`src/rtl/bcd_counter_pkg.sv`:
```
// Shared types, constants and helpers for the BCD event counter and its bench.
package bcd_counter_pkg;

  typedef logic [3:0] bcd_digit_t;

  localparam bcd_digit_t BCD_MAX    = 4'd9;
  localparam bcd_digit_t BCD_ZERO   = 4'd0;
  localparam int         MAX_DIGITS = 8;
  localparam int         ALL_W      = 4 * MAX_DIGITS;

  // True when the low n digits of a zero-extended packed BCD word are all 9.
  function automatic logic bcd_all9(input logic [ALL_W-1:0] bcd, input int n);
    logic all9;
    all9 = 1'b1;
    for (int k = 0; k < MAX_DIGITS; k++)
      if (k < n && bcd[4*k +: 4] != BCD_MAX) all9 = 1'b0;
    return all9;
  endfunction

  function automatic longint pow10(input int n);
    longint p;
    p = 1;
    for (int k = 0; k < n; k++) p = p * 10;
    return p;
  endfunction

endpackage

```
`src/rtl/bcd_decade.sv`:
```
// One BCD digit of the ripple chain: steps when its lower neighbours carry or borrow into it.
module bcd_decade
  import bcd_counter_pkg::*;
(
  input  bcd_digit_t d_in,
  input  logic       up,
  input  logic       dn,
  input  logic       carry_in,
  input  logic       borrow_in,
  output bcd_digit_t d_out,
  output logic       carry_out,
  output logic       borrow_out
);

  logic w_step_up;
  logic w_step_dn;

  assign w_step_up  = up & carry_in;
  assign w_step_dn  = dn & borrow_in;
  assign carry_out  = w_step_up & (d_in == BCD_MAX);
  assign borrow_out = w_step_dn & (d_in == BCD_ZERO);

  // NOTE: d_out gets a default before any branch so no path leaves it unassigned (no latch).
  always_comb begin
    d_out = d_in;
    if (w_step_up)      d_out = (d_in == BCD_MAX)  ? BCD_ZERO : d_in + 4'd1;
    else if (w_step_dn) d_out = (d_in == BCD_ZERO) ? BCD_MAX  : d_in - 4'd1;
  end

endmodule

```
`src/rtl/bcd_event_counter.sv`:
```
// N-digit BCD up/down event counter with binary shadow, digit scan and coalescing TX handshake.
// Optional leading-zero blanking of the scan output: define BCD_EVENT_COUNTER_LZ_BLANK_EN.
module bcd_event_counter
  import bcd_counter_pkg::*;
#(
  parameter int NUM_DIGITS = 8,
  parameter int CNT_W      = 27,
  parameter bit WRAP       = 1'b1
)(
  input  logic                          clk,
  input  logic                          rst_n,
  input  logic                          inc,
  input  logic                          dec,
  input  logic                          clear,
  input  logic                          scan_tick,
  input  logic                          tx_busy,
  output logic [4*NUM_DIGITS-1:0]       bcd,
  output logic [CNT_W-1:0]              bin_count,
  output logic                          overflow,
  output logic [$clog2(NUM_DIGITS)-1:0] scan_idx,
  output bcd_digit_t                    scan_val,
  output logic                          scan_blank,
  output logic                          tx_start,
  output logic [CNT_W-1:0]              tx_data
);

  localparam int                BCD_W     = 4 * NUM_DIGITS;
  localparam int                SCAN_W    = $clog2(NUM_DIGITS);
  localparam logic [CNT_W-1:0]  BIN_MAX   = CNT_W'(pow10(NUM_DIGITS) - 1);
  localparam logic [SCAN_W-1:0] SCAN_LAST = SCAN_W'(NUM_DIGITS - 1);

  logic [BCD_W-1:0]  r_bcd;
  logic [BCD_W-1:0]  w_bcd_step;
  logic [CNT_W-1:0]  r_bin;
  logic [CNT_W-1:0]  w_bin_next;
  logic [CNT_W-1:0]  r_tx_data;
  logic [SCAN_W-1:0] r_scan_idx;
  logic              r_ovf;
  logic              r_pending;
  logic              r_tx_start;
  logic              w_up;
  logic              w_dn;
  logic              w_ovf_evt;
  logic              w_hold;
  logic              w_change;
  logic              w_send;

  assign w_up = inc & ~dec;
  assign w_dn = dec & ~inc;

  // Per-digit chain signals live in each generate scope so the ripple is not one looped vector.
  for (genvar k = 0; k < NUM_DIGITS; k++) begin : g_digit
    logic w_carry_in, w_borrow_in, w_carry_out, w_borrow_out;
    if (k == 0) begin : g_lsd
      assign w_carry_in  = 1'b1;
      assign w_borrow_in = 1'b1;
    end else begin : g_chain
      assign w_carry_in  = g_digit[k-1].w_carry_out;
      assign w_borrow_in = g_digit[k-1].w_borrow_out;
    end
    bcd_decade u_decade (
      .d_in       (r_bcd[4*k +: 4]),
      .up         (w_up),
      .dn         (w_dn),
      .carry_in   (w_carry_in),
      .borrow_in  (w_borrow_in),
      .d_out      (w_bcd_step[4*k +: 4]),
      .carry_out  (w_carry_out),
      .borrow_out (w_borrow_out)
    );
  end

  // A carry or borrow out of the top digit is the wrap/saturation boundary.
  assign w_ovf_evt = g_digit[NUM_DIGITS-1].w_carry_out | g_digit[NUM_DIGITS-1].w_borrow_out;
  assign w_hold    = ~WRAP & w_ovf_evt;
  assign w_change  = (w_up | w_dn) & ~w_hold;

  always_comb begin
    w_bin_next = r_bin;
    if (w_up)      w_bin_next = bcd_all9(ALL_W'(r_bcd), NUM_DIGITS) ? '0 : r_bin + CNT_W'(1);
    else if (w_dn) w_bin_next = (r_bin == '0) ? BIN_MAX : r_bin - CNT_W'(1);
  end

  // NOTE: clocked state uses non-blocking assignments so every register samples pre-edge values.
  always_ff @(posedge clk or negedge rst_n) begin
    if (!rst_n) begin
      r_bcd <= '0;
      r_bin <= '0;
      r_ovf <= 1'b0;
    end else if (clear) begin
      r_bcd <= '0;
      r_bin <= '0;
      r_ovf <= 1'b0;
    end else begin
      if (w_change) begin
        r_bcd <= w_bcd_step;
        r_bin <= w_bin_next;
      end
      r_ovf <= r_ovf | w_ovf_evt;
    end
  end

  // The previous-cycle tx_start term keeps pulses at least two cycles apart.
  assign w_send = r_pending & ~tx_busy & ~r_tx_start;

  always_ff @(posedge clk or negedge rst_n) begin
    if (!rst_n) begin
      r_pending  <= 1'b0;
      r_tx_start <= 1'b0;
      r_tx_data  <= '0;
    end else begin
      r_pending  <= clear | w_change | (r_pending & ~w_send);
      r_tx_start <= w_send;
      if (w_send) r_tx_data <= r_bin;
    end
  end

  always_ff @(posedge clk or negedge rst_n) begin
    if (!rst_n)         r_scan_idx <= '0;
    else if (scan_tick) r_scan_idx <= (r_scan_idx == SCAN_LAST) ? '0 : r_scan_idx + SCAN_W'(1);
  end

  always_comb begin
    scan_val = BCD_ZERO;
    for (int k = 0; k < NUM_DIGITS; k++)
      if (r_scan_idx == SCAN_W'(k)) scan_val = r_bcd[4*k +: 4];
  end

`ifdef BCD_EVENT_COUNTER_LZ_BLANK_EN
  // Digit 0 is never blanked, so a zero count still shows a single "0".
  always_comb begin
    scan_blank = 1'b0;
    for (int k = 1; k < NUM_DIGITS; k++)
      if (r_scan_idx == SCAN_W'(k)) scan_blank = ((r_bcd >> (4*k)) == '0);
  end
`else
  assign scan_blank = 1'b0;
`endif

  assign bcd       = r_bcd;
  assign bin_count = r_bin;
  assign overflow  = r_ovf;
  assign scan_idx  = r_scan_idx;
  assign tx_start  = r_tx_start;
  assign tx_data   = r_tx_data;

endmodule

```
`config.mk`:
```
export PLATFORM = sky130hd
export DESIGN_NAME = bcd_event_counter
export DESIGN_NICKNAME = d
export VERILOG_FILES = /design/src/rtl/bcd_counter_pkg.sv /design/src/rtl/bcd_decade.sv /design/src/rtl/bcd_event_counter.sv
export SDC_FILE = /design/constraint.sdc
export NUM_CORES = 1
export LEC_CHECK = 0
export CAP_MARGIN = 40
export CORE_UTILIZATION = 56
export DETAILED_ROUTE_END_ITERATION = 16
export PLACE_DENSITY = 0.86
export SKIP_CTS_REPAIR_TIMING = 1
export SLEW_MARGIN = 20
export SYNTH_ARGS = -nofsm -noshare
export SYNTH_HDL_FRONTEND = slang
export SYNTH_HIERARCHICAL = 1
export SYNTH_SLANG_ARGS = --single-unit
```
`constraint.sdc`:
```
create_clock -name clk -period 6.4 [get_ports clk]
set_input_delay 0.64 -clock clk [delete_from_list [all_inputs] [get_ports clk]]
set_output_delay 0.64 -clock clk [all_outputs]
set_load 0.01 [all_outputs]
```
==> flow_metrics.tcl, run 1 <==
set metrics [dict create \
    drive_gt1_share_pct 14.1 \
    critPathArrivalTime_ns 5.97 \
    cts.clk_slew.worst_paths_ns 0.07 \
    synth-edff-count 0 \
    critPathMaxStageDelay_ns 0.49 \
    synthArstFlopShare_pct 100 \
    grt_use_met3_pct 5.66 \
    cts_sinks 92 \
    clockRootBuffer "clkbuf_16" \
    grt_overflow 0 \
    power.leakage_nw 3.53 \
    synth.top_cell.area_share_pct 31.0 \
    yosysWarnings 6 \
    yosysSeqAreaShare_pct 31.0 \
    ir_drop_mv 0.222 \
    path_cells "clkdlybuf4s50_1 -> inv_1 -> ha_2 -> nand4bb_4 -> nor3_2 -> nand4bb_4 -> nor3_1 -> nand4bb_4 -> nor3_1 -> buf_4 -> nand4bb_4 -> nor3_1 -> nand4bb_4 -> nor3_2 -> nand4bb_4 -> nor3_1 -> nand4bb_4 -> nor3_1 -> buf_4 -> nand4bb_4 -> and3_1 -> a2111o_1 -> mux2i_1 -> nor2_1" \
    die_area_um2 13700 \
    drt_iter0_markers 577 \
    dp_hpwl_um 12400 \
    setup_violations 0 \
    fin_area_um2 8780 \
    yosysTopAreaCell "dfrtp_1" \
    cp_max_fo 4 \
    crit_path_start_kind "input port" \
    h-tree-depth 3 \
    placed_area_um2 8470 \
    first_pass_iters 6 \
    via_count 6819 \
    clockBufferDepth 2 \
    relSlewSlack_pct 39.3 \
    cts_tree "built" \
    drtAntennaViolNets 0 \
    routed_via_density 6.30 \
    grt.met2_usage_pct 45.2 \
    num_antenna_cells 0 \
    synth_area_leaders "dfrtp_1, mux2i_1, mux2_2, nor2_1, nand2_1" \
    grt.met1_usage_pct 38.1 \
    fp.dieH_um 117 \
    antenna_found_initial 0 \
    cp-end-kind "flop" \
    crit_required_ns 6.61 \
    final_common_cell "clkdlybuf4s50_1" \
    grt_pass1_vias 6332 \
    syn_to_final_growth_pct 18.2 \
    final-hold-violation-count 0 \
    clkLatencyLatePin_ns 0.35 \
    gp_congestion 0.942 \
    critical-path-slowest-cell "nor3_1" \
    avgSynthCellArea_um2 8.92 \
    drv_cap 0 \
    placedCellCount 1067 \
    worstSetupPathType "in -> reg" \
    ys_types 81 \
    path_delay_family "simple AND/OR/NAND/NOR gates" \
    numCtsBuffers 9 \
    wl_um 18700 \
    power_density_nw_per_um2 241 \
    die_w_um 117 \
    fin_crit_sh_pct 89.9 \
    fin_cells 1083 \
    worst_path_most_repeated_cell "nand4bb_4" \
    rsz0062_at_grt "no" \
    syn_inst 833 \
    total_power_mw 2.11 \
    hold_path.class "in -> async" \
    max_clock_freq_mhz 174 \
    grt_busiest_layer "met2" \
    worst_pin_slew_ns 0.909 \
    ioPinCount 103 \
    fin_crit_ns 5.75 \
    grt_max_degree 56 \
    syn_area_um2 7430 \
    drc 0 \
    fill_cells 1010 \
    wl_per_cell_um 17.3 \
    critPathBufInv 4 \
    core_area_um2 12800 \
    initial_core_util_pct 58.1 \
    port_buffers 101 \
    skew_ns 0.00884 \
    slew_violations 0 \
    synth-seq-cells 92 \
    rows 41 \
    grt_pass1_wl_um 31000 \
    layout_common_cells "clkdlybuf4s50_1, dfrtp_1, nor2_1" \
    status "finished clean" \
    gr-usage-all-layers_pct 28.5 \
    synth-main-ff-cell "dfrtp_1" \
    num-nets-final 925 \
]
## worst register-to-register path: stages (launching register included)
cell and delay (ns):
dfrtp_1 0.53, nand4bb_4 0.32, nor3_2 0.31, nand4bb_4 0.15, nor3_1 0.47, nand4bb_4 0.18
nor3_1 0.17, buf_4 0.17, nand4bb_4 0.12, nor3_1 0.49, nand4bb_4 0.19, nor3_2 0.33
nand4bb_4 0.16, nor3_1 0.45, nand4bb_4 0.17, nor3_1 0.16, buf_4 0.17, nand4bb_4 0.14
and3_1 0.21, a2111o_1 0.29, mux2i_1 0.13, nor2_1 0.05
## sequential cells by signal, summed over array words and instances, names as in the netlist
signal and count:
bcd 32, r_pending 1, tx_data 27, bin_count 27
overflow 1, scan_idx 3, tx_start 1
## layer usage
metal	up-vias	share of wire (%)
met2	284	47
met3	34	7.4
li1	3222	-
met1	3279	44
met5	-	0
met4	0	1.9
## synthesized netlist by cell type, types with 8 or more instances
cell type / number
nor2_1: 73
a31oi_1: 14
ha_1: 11
o31a_2: 8
a2111o_1: 8
inv_1: 24
o211ai_1: 13
xnor2_1: 18
nor3b_1: 9
nand2_1: 71
a21oi_1: 42
nand4bb_4: 8
nand4b_1: 8
o21ai_0: 42
buf_2: 13
nand3b_1: 17
and2_1: 9
nor4bb_1: 8
o21ba_2: 8
mux2_2: 27
and3_1: 15
buf_6: 11
nor4_1: 9
and2b_2: 16
nand3_1: 19
nand2b_1: 17
a211oi_1: 15
nor3_1: 28
dfrtp_1: 92
mux2i_1: 42
nand4_1: 14
clkbuf_1: 25
## area by class of cell
class / instances / area (um^2) / share of cell area [%]
tap: 172 / 215 / 2.45
timing repair buffer: 114 / 1120 / 12.7
sequential: 92 / 2300 / 26.2
multi-input combinational: 666 / 4770 / 54.4
clock inverter: 4 / 25.0 / 0.285
inverter: 24 / 90.1 / 1.03
clock buffer: 11 / 253 / 2.88
## worst paths after layout
kind                                  start          end  cells past startpoint  slack [ns]
max in group asynchronous             rst_n      bcd[21]                      3        5.33
worst max-delay path                    inc      bcd[31]                     24        0.65
worst min-delay path                  rst_n  tx_data[25]                      1        0.21
worst min register to register  tx_data[21]  tx_data[21]                      1        0.50
worst max register to register       bcd[1]      bcd[31]                     21        0.93
min in group clk                tx_data[21]  tx_data[21]                      1        0.50
## report_power, final
group          leakage, nW  total (mW)  internal, mW  switching [mW]
registers             1.25       0.758         0.649           0.110
logic                 2.15       0.845         0.395           0.451
clock network        0.133       0.510         0.281           0.229
## stage by stage
stage	hold WS [ns]	setup TNS, ns	util [%]	setup WS (ns)
2_1_floorplan	0.344	0	-	0.237
3_3_place_gp	0.489	0	66.0	0.145
3_5_place_dp	0.494	-0.0303	66.3	-0.0303
4_1_cts	0.219	0	68.5	0.292
5_1_grt	0.228	0	68.7	0.0632
6_report	0.210	0	68.7	0.645
## cell families after synthesis
logic type | count (synthesis) | share of synthesized area (%)
xor gates and xnor gates | 22 | 2.59
AOI/OAI and AO/OA | 210 | 20.1
adders and majority gates | 11 | 1.85
other | 2 | 0.101
buffers and inverters | 80 | 5.48
and+or+nand+nor | 346 | 28.9
muxes | 70 | 9.91
DFF | 92 | 31.0
(Power assumes the default switching activity.)
==> inputs of run 2 (changes only) <==
SLEW_MARGIN = 15   (was 20)
==> run 2 against run 1 <==
Clock skew about the same. Routed wire length down 0.31%. Maximum frequency increased by 0.37%. Die area unchanged. Sequential share of layout area about the same. Sequential power about the same.
==> flow_metrics.tcl, run 2 (synthesis gave the netlist of run 1 again) <==
set metrics [dict create \
    drive_gt1_share_pct 14.0 \
    clkLatencyLatePin_ns 0.35 \
    status "finished clean" \
    ioPinCount 103 \
    routed_via_density 6.28 \
    cp_max_fo 4 \
    via_count 6796 \
    crit_required_ns 6.61 \
    fin_crit_ns 5.73 \
    num-nets-final 924 \
    max_clock_freq_mhz 174 \
    comb_power_share_pct 40.0 \
    p_sw_uw 787 \
    cp-end-kind "flop" \
    worstSetupPathType "in -> reg" \
    final_common_cell "clkdlybuf4s50_1" \
    syn_to_final_growth_pct 18.1 \
    drt_iter0_markers 588 \
    gr-usage-all-layers_pct 28.5 \
    numCtsBuffers 9 \
    fin_cells 1082 \
    h-tree-depth 3 \
    grt_overflow 0 \
    clockPowerShare_pct 24.1 \
    num_antenna_cells 0 \
    r2r_start "bcd[1]" \
    wl_per_cell_um 17.2 \
    slew_violations 0 \
    rows 41 \
    antenna_found_initial 0 \
    placed_area_um2 8470 \
    cp-startpoint "inc" \
    clockBufferDepth 2 \
    ir_drop_mv 0.222 \
    cts.clk_slew.worst_paths_ns 0.07 \
    wl_um 18600 \
    fin_area_um2 8770 \
    critPathArrivalTime_ns 5.95 \
    port_buffers 101 \
    gp_congestion 0.942 \
    worst_pin_slew_ns 0.973 \
    core_area_um2 12800 \
    cp-endpoint "bcd[31]" \
    power_density_nw_per_um2 241 \
    power.leakage_nw 3.53 \
    final-hold-violation-count 0 \
    grt_pass1_wl_um 31000 \
    crit_path_start_kind "input port" \
    ff2ff_setup_slack_ns 0.96 \
    clockRootBuffer "clkbuf_16" \
    fp.dieH_um 117 \
    hold_path.class "in -> async" \
    grt_busiest_layer "met2" \
    drv_cap 0 \
    rr_endpoint "bcd[31]" \
    grt.met1_usage_pct 38.1 \
    r2r_cells 21 \
    drc 0 \
    fin_crit_sh_pct 89.6 \
    grt_max_degree 56 \
    drtAntennaViolNets 0 \
    cts_tree "built" \
    cts_sinks 92 \
    dp_hpwl_um 12400 \
    largest_reg_flops 32 \
    swShare_pct 37.3 \
    grt.met2_usage_pct 45.2 \
    placedCellCount 1067 \
    skew_ns 0.00907 \
    first_pass_iters 5 \
    grt_use_met3_pct 5.66 \
    initial_core_util_pct 58.1 \
    internal_power_mw 1.32 \
    setup_violations 0 \
    die_w_um 117 \
    grt_pass1_vias 6332 \
    die_area_um2 13700 \
    seqPwrFrac_pct 35.9 \
    layout_common_cells "clkdlybuf4s50_1, dfrtp_1, nor2_1" \
    relSlewSlack_pct 34.6 \
    rsz0062_at_grt "no" \
]
[run 2: worst max-delay path, stage by stage]
cell and delay [ns]:
clkdlybuf4s50_1 0.43, inv_1 0.07, ha_2 0.20, nand4bb_4 0.13, nor3_2 0.30, nand4bb_4 0.15, nor3_1 0.45, nand4bb_4 0.17
nor3_1 0.16, buf_4 0.17, nand4bb_4 0.12, nor3_1 0.49, nand4bb_4 0.19, nor3_2 0.32, nand4bb_4 0.16, nor3_1 0.45
nand4bb_4 0.17, nor3_1 0.16, buf_4 0.17, nand4bb_4 0.13, and3_1 0.21, a2111o_1 0.29, mux2i_1 0.13, nor2_1 0.05
[run 2: power groups by stage]
stage	registers, mW	clock network (mW)	logic [mW]
after floorplan	0.748	0	0.558
after global placement	0.766	0	0.820
after detailed placement	0.767	0	0.832
after CTS	0.757	0.519	0.838
after global routing	0.775	0.540	0.928
final	0.759	0.509	0.844
[run 2: stage by stage]
| step | hold slack [ns] | utilization [%] | TNS, ns | setup slack (ns) | total power, mW |
|---|---|---|---|---|---|
| floorplan | 0.344 | - | 0 | 0.237 | 1.31 |
| global placement | 0.489 | 66.0 | 0 | 0.145 | 1.59 |
| detailed placement | 0.494 | 66.3 | -0.0303 | -0.0303 | 1.60 |
| CTS | 0.219 | 68.5 | 0 | 0.292 | 2.11 |
| global route | 0.228 | 68.7 | 0 | 0.0632 | 2.24 |
| finish | 0.209 | 68.7 | 0 | 0.667 | 2.11 |
[run 2: final cells by class]
type | instances | area [um^2]
clock buffers | 11 | 253
clock inverters | 4 | 25.0
fillers | 1013 | 4000
inverters | 24 | 90.1
multi-input cells | 666 | 4770
flip-flops and latches | 92 | 2300
well taps | 172 | 215
repair buffers | 113 | 1110
[run 2: metal layers]
layer / up-vias / wire, um / share of wire [%]
li1: 3221 / - / -
met1: 3268 / 8240 / 44
met2: 264 / 8740 / 47
met3: 43 / 1240 / 6.7
met4: 0 / 410 / 2.2
met5: - / 0 / 0
[run 2: worst min path at each step]
stage | end | depth (start not counted)
global placement | tx_data[24] | 1
detailed placement | tx_data[17] | 1
floorplan | bcd[0] | 0
finish | tx_data[25] | 1
global route | tx_data[25] | 1
CTS | tx_data[25] | 1
==> inputs of run 3 (changes only) <==
CORE_MARGIN = 4   (was unset)
==> run 3 against run 2 <==
Sequential power about the same. Cell count up 0.37%. Via count up 0.79%. Die area up 11%. Clock power down 2%. Maximum frequency down 4.2%. Global-route usage down 2.7 points. Register-to-register slack worse by 0.24 ns. Non-clock buffer count up 3. Clock skew up 0.0052 ns. Setup slack worse by 0.25 ns. Largest cell class unchanged.
==> flow_metrics.tcl, run 3 (synthesis gave the netlist of run 1 again) <==
set metrics [dict create \
    cts_tree "built" \
    fin_crit_sh_pct 93.5 \
    clockRootBuffer "clkbuf_16" \
    worst_pin_slew_ns 0.837 \
    initial_core_util_pct 57.9 \
    dp_hpwl_um 12900 \
    h-tree-depth 3 \
    first_pass_iters 6 \
    die_w_um 123 \
    via_count 6850 \
    clkLatencyLatePin_ns 0.36 \
    hold_path.class "in -> async" \
    power.leakage_nw 3.52 \
    drive_gt1_share_pct 13.7 \
    grt_overflow 0 \
    antenna_found_initial 1 \
    ir_drop_mv 0.219 \
    numCtsBuffers 9 \
    core_area_um2 12800 \
    status "finished clean" \
    worstSetupPathType "in -> reg" \
    setup_violations 0 \
    final_common_cell "clkdlybuf4s50_1" \
    port_buffers 101 \
    grt_max_degree 56 \
    layout_common_cells "clkdlybuf4s50_1, dfrtp_1, nor2_1" \
    ioPinCount 103 \
    final_util_pct 68.2 \
    relSlewSlack_pct 44.2 \
    largest_reg_flops 32 \
    setup-tns-final_ns 0 \
    skew_ns 0.0142 \
    wl_um 19200 \
    wl_per_cell_um 17.6 \
    clockBufferDepth 2 \
    rows 41 \
    syn_to_final_growth_pct 17.7 \
    gr-usage-all-layers_pct 25.8 \
    gp_congestion 0.944 \
    max_clock_freq_mhz 167 \
    drc 0 \
    total_power_mw 2.11 \
    grt_pass1_wl_um 31900 \
    cp-end-kind "flop" \
    fin_crit_ns 5.99 \
    fp.dieH_um 123 \
    cp-startpoint "inc" \
    cts_sinks 92 \
    final-hold-violation-count 0 \
    critPathArrivalTime_ns 6.20 \
    slew_violations 0 \
    crit_path_start_kind "input port" \
    cts.clk_slew.worst_paths_ns 0.06 \
    rsz0062_at_grt "no" \
    num_antenna_cells 0 \
    crit_required_ns 6.61 \
    r2r_start "bcd[1]" \
    grt_pass1_vias 6589 \
    drv_cap 0 \
    die_area_um2 15200 \
    routed_via_density 6.31 \
    power_density_nw_per_um2 241 \
    num-nets-final 927 \
    drt_iter0_markers 563 \
    cp_max_fo 4 \
    drtAntennaViolNets 0 \
]
==> run 3: report_power, final <==
group | leakage, nW | total, mW | internal (mW) | switching (mW)
registers | 1.25 | 0.759 | 0.648 | 0.111
clock network | 0.127 | 0.500 | 0.265 | 0.235
logic | 2.14 | 0.848 | 0.394 | 0.454
total | 3.52 | 2.11 | 1.31 | 0.800
==> run 3: cell type report <==
| cell class | instances | area (um^2) |
|---|---|---|
| Multi-Input combinational cell | 666 | 4750 |
| Fill cell | 1059 | 4080 |
| Sequential cell | 92 | 2300 |
| Timing Repair Buffer | 116 | 1120 |
| Clock buffer | 11 | 233 |
| Tap cell | 172 | 215 |
| Inverter | 24 | 90.1 |
| Clock inverter | 5 | 36.3 |
==> run 3: path summary, 6_finish.rpt <==
| path | end | slack, ns | cells past startpoint |
|---|---|---|---|
| min in group clk | tx_data[21] | 0.51 | 1 |
| max | bcd[31] | 0.41 | 25 |
| max in group asynchronous | scan_idx[1] | 5.08 | 2 |
| max reg2reg | bcd[31] | 0.72 | 22 |
| min reg2reg | tx_data[21] | 0.51 | 1 |
| min | tx_data[20] | 0.29 | 1 |
==> run 3: metrics by stage <==
stage | instances | hold slack [ns] | instance area [um^2] | setup WS [ns]
after CTS | 1086 | 0.308 | 8740 | 0.450
after detailed placement | 1070 | 0.495 | 8470 | 0.0835
after floorplan | 838 | 0.344 | 7450 | 0.237
after global placement | 1068 | 0.489 | 8460 | 0.303
final | 1086 | 0.286 | 8740 | 0.415
after global routing | 1086 | 0.339 | 8740 | 0.0158
==> run 3: metal layers <==
metal  up-vias  track usage, %  share of wire, %
li1       3248               -                 -
met3        45            5.17               5.8
met1      3298            32.7                43
met4         2            8.37               2.2
met2       257            44.3                49
met5         -               0             0.068
==> run 3: worst max-delay path, cell delays in order <==
cell	delay, ns
clkdlybuf4s50_1	0.43
inv_1	0.07
ha_2	0.21
nand4bb_4	0.14
nor3_1	0.48
nand4bb_4	0.18
nor3_1	0.51
nand4bb_4	0.18
nor3_1	0.17
buf_4	0.17
nand4bb_4	0.12
nor3_1	0.47
nand4bb_4	0.18
nor3_1	0.17
buf_4	0.17
nand4bb_4	0.12
nor3_1	0.46
nand4bb_4	0.17
nor3_1	0.16
buf_4	0.17
nand4bb_4	0.13
and3_1	0.20
a2111o_1	0.29
mux2i_1	0.13
nor2_1	0.06
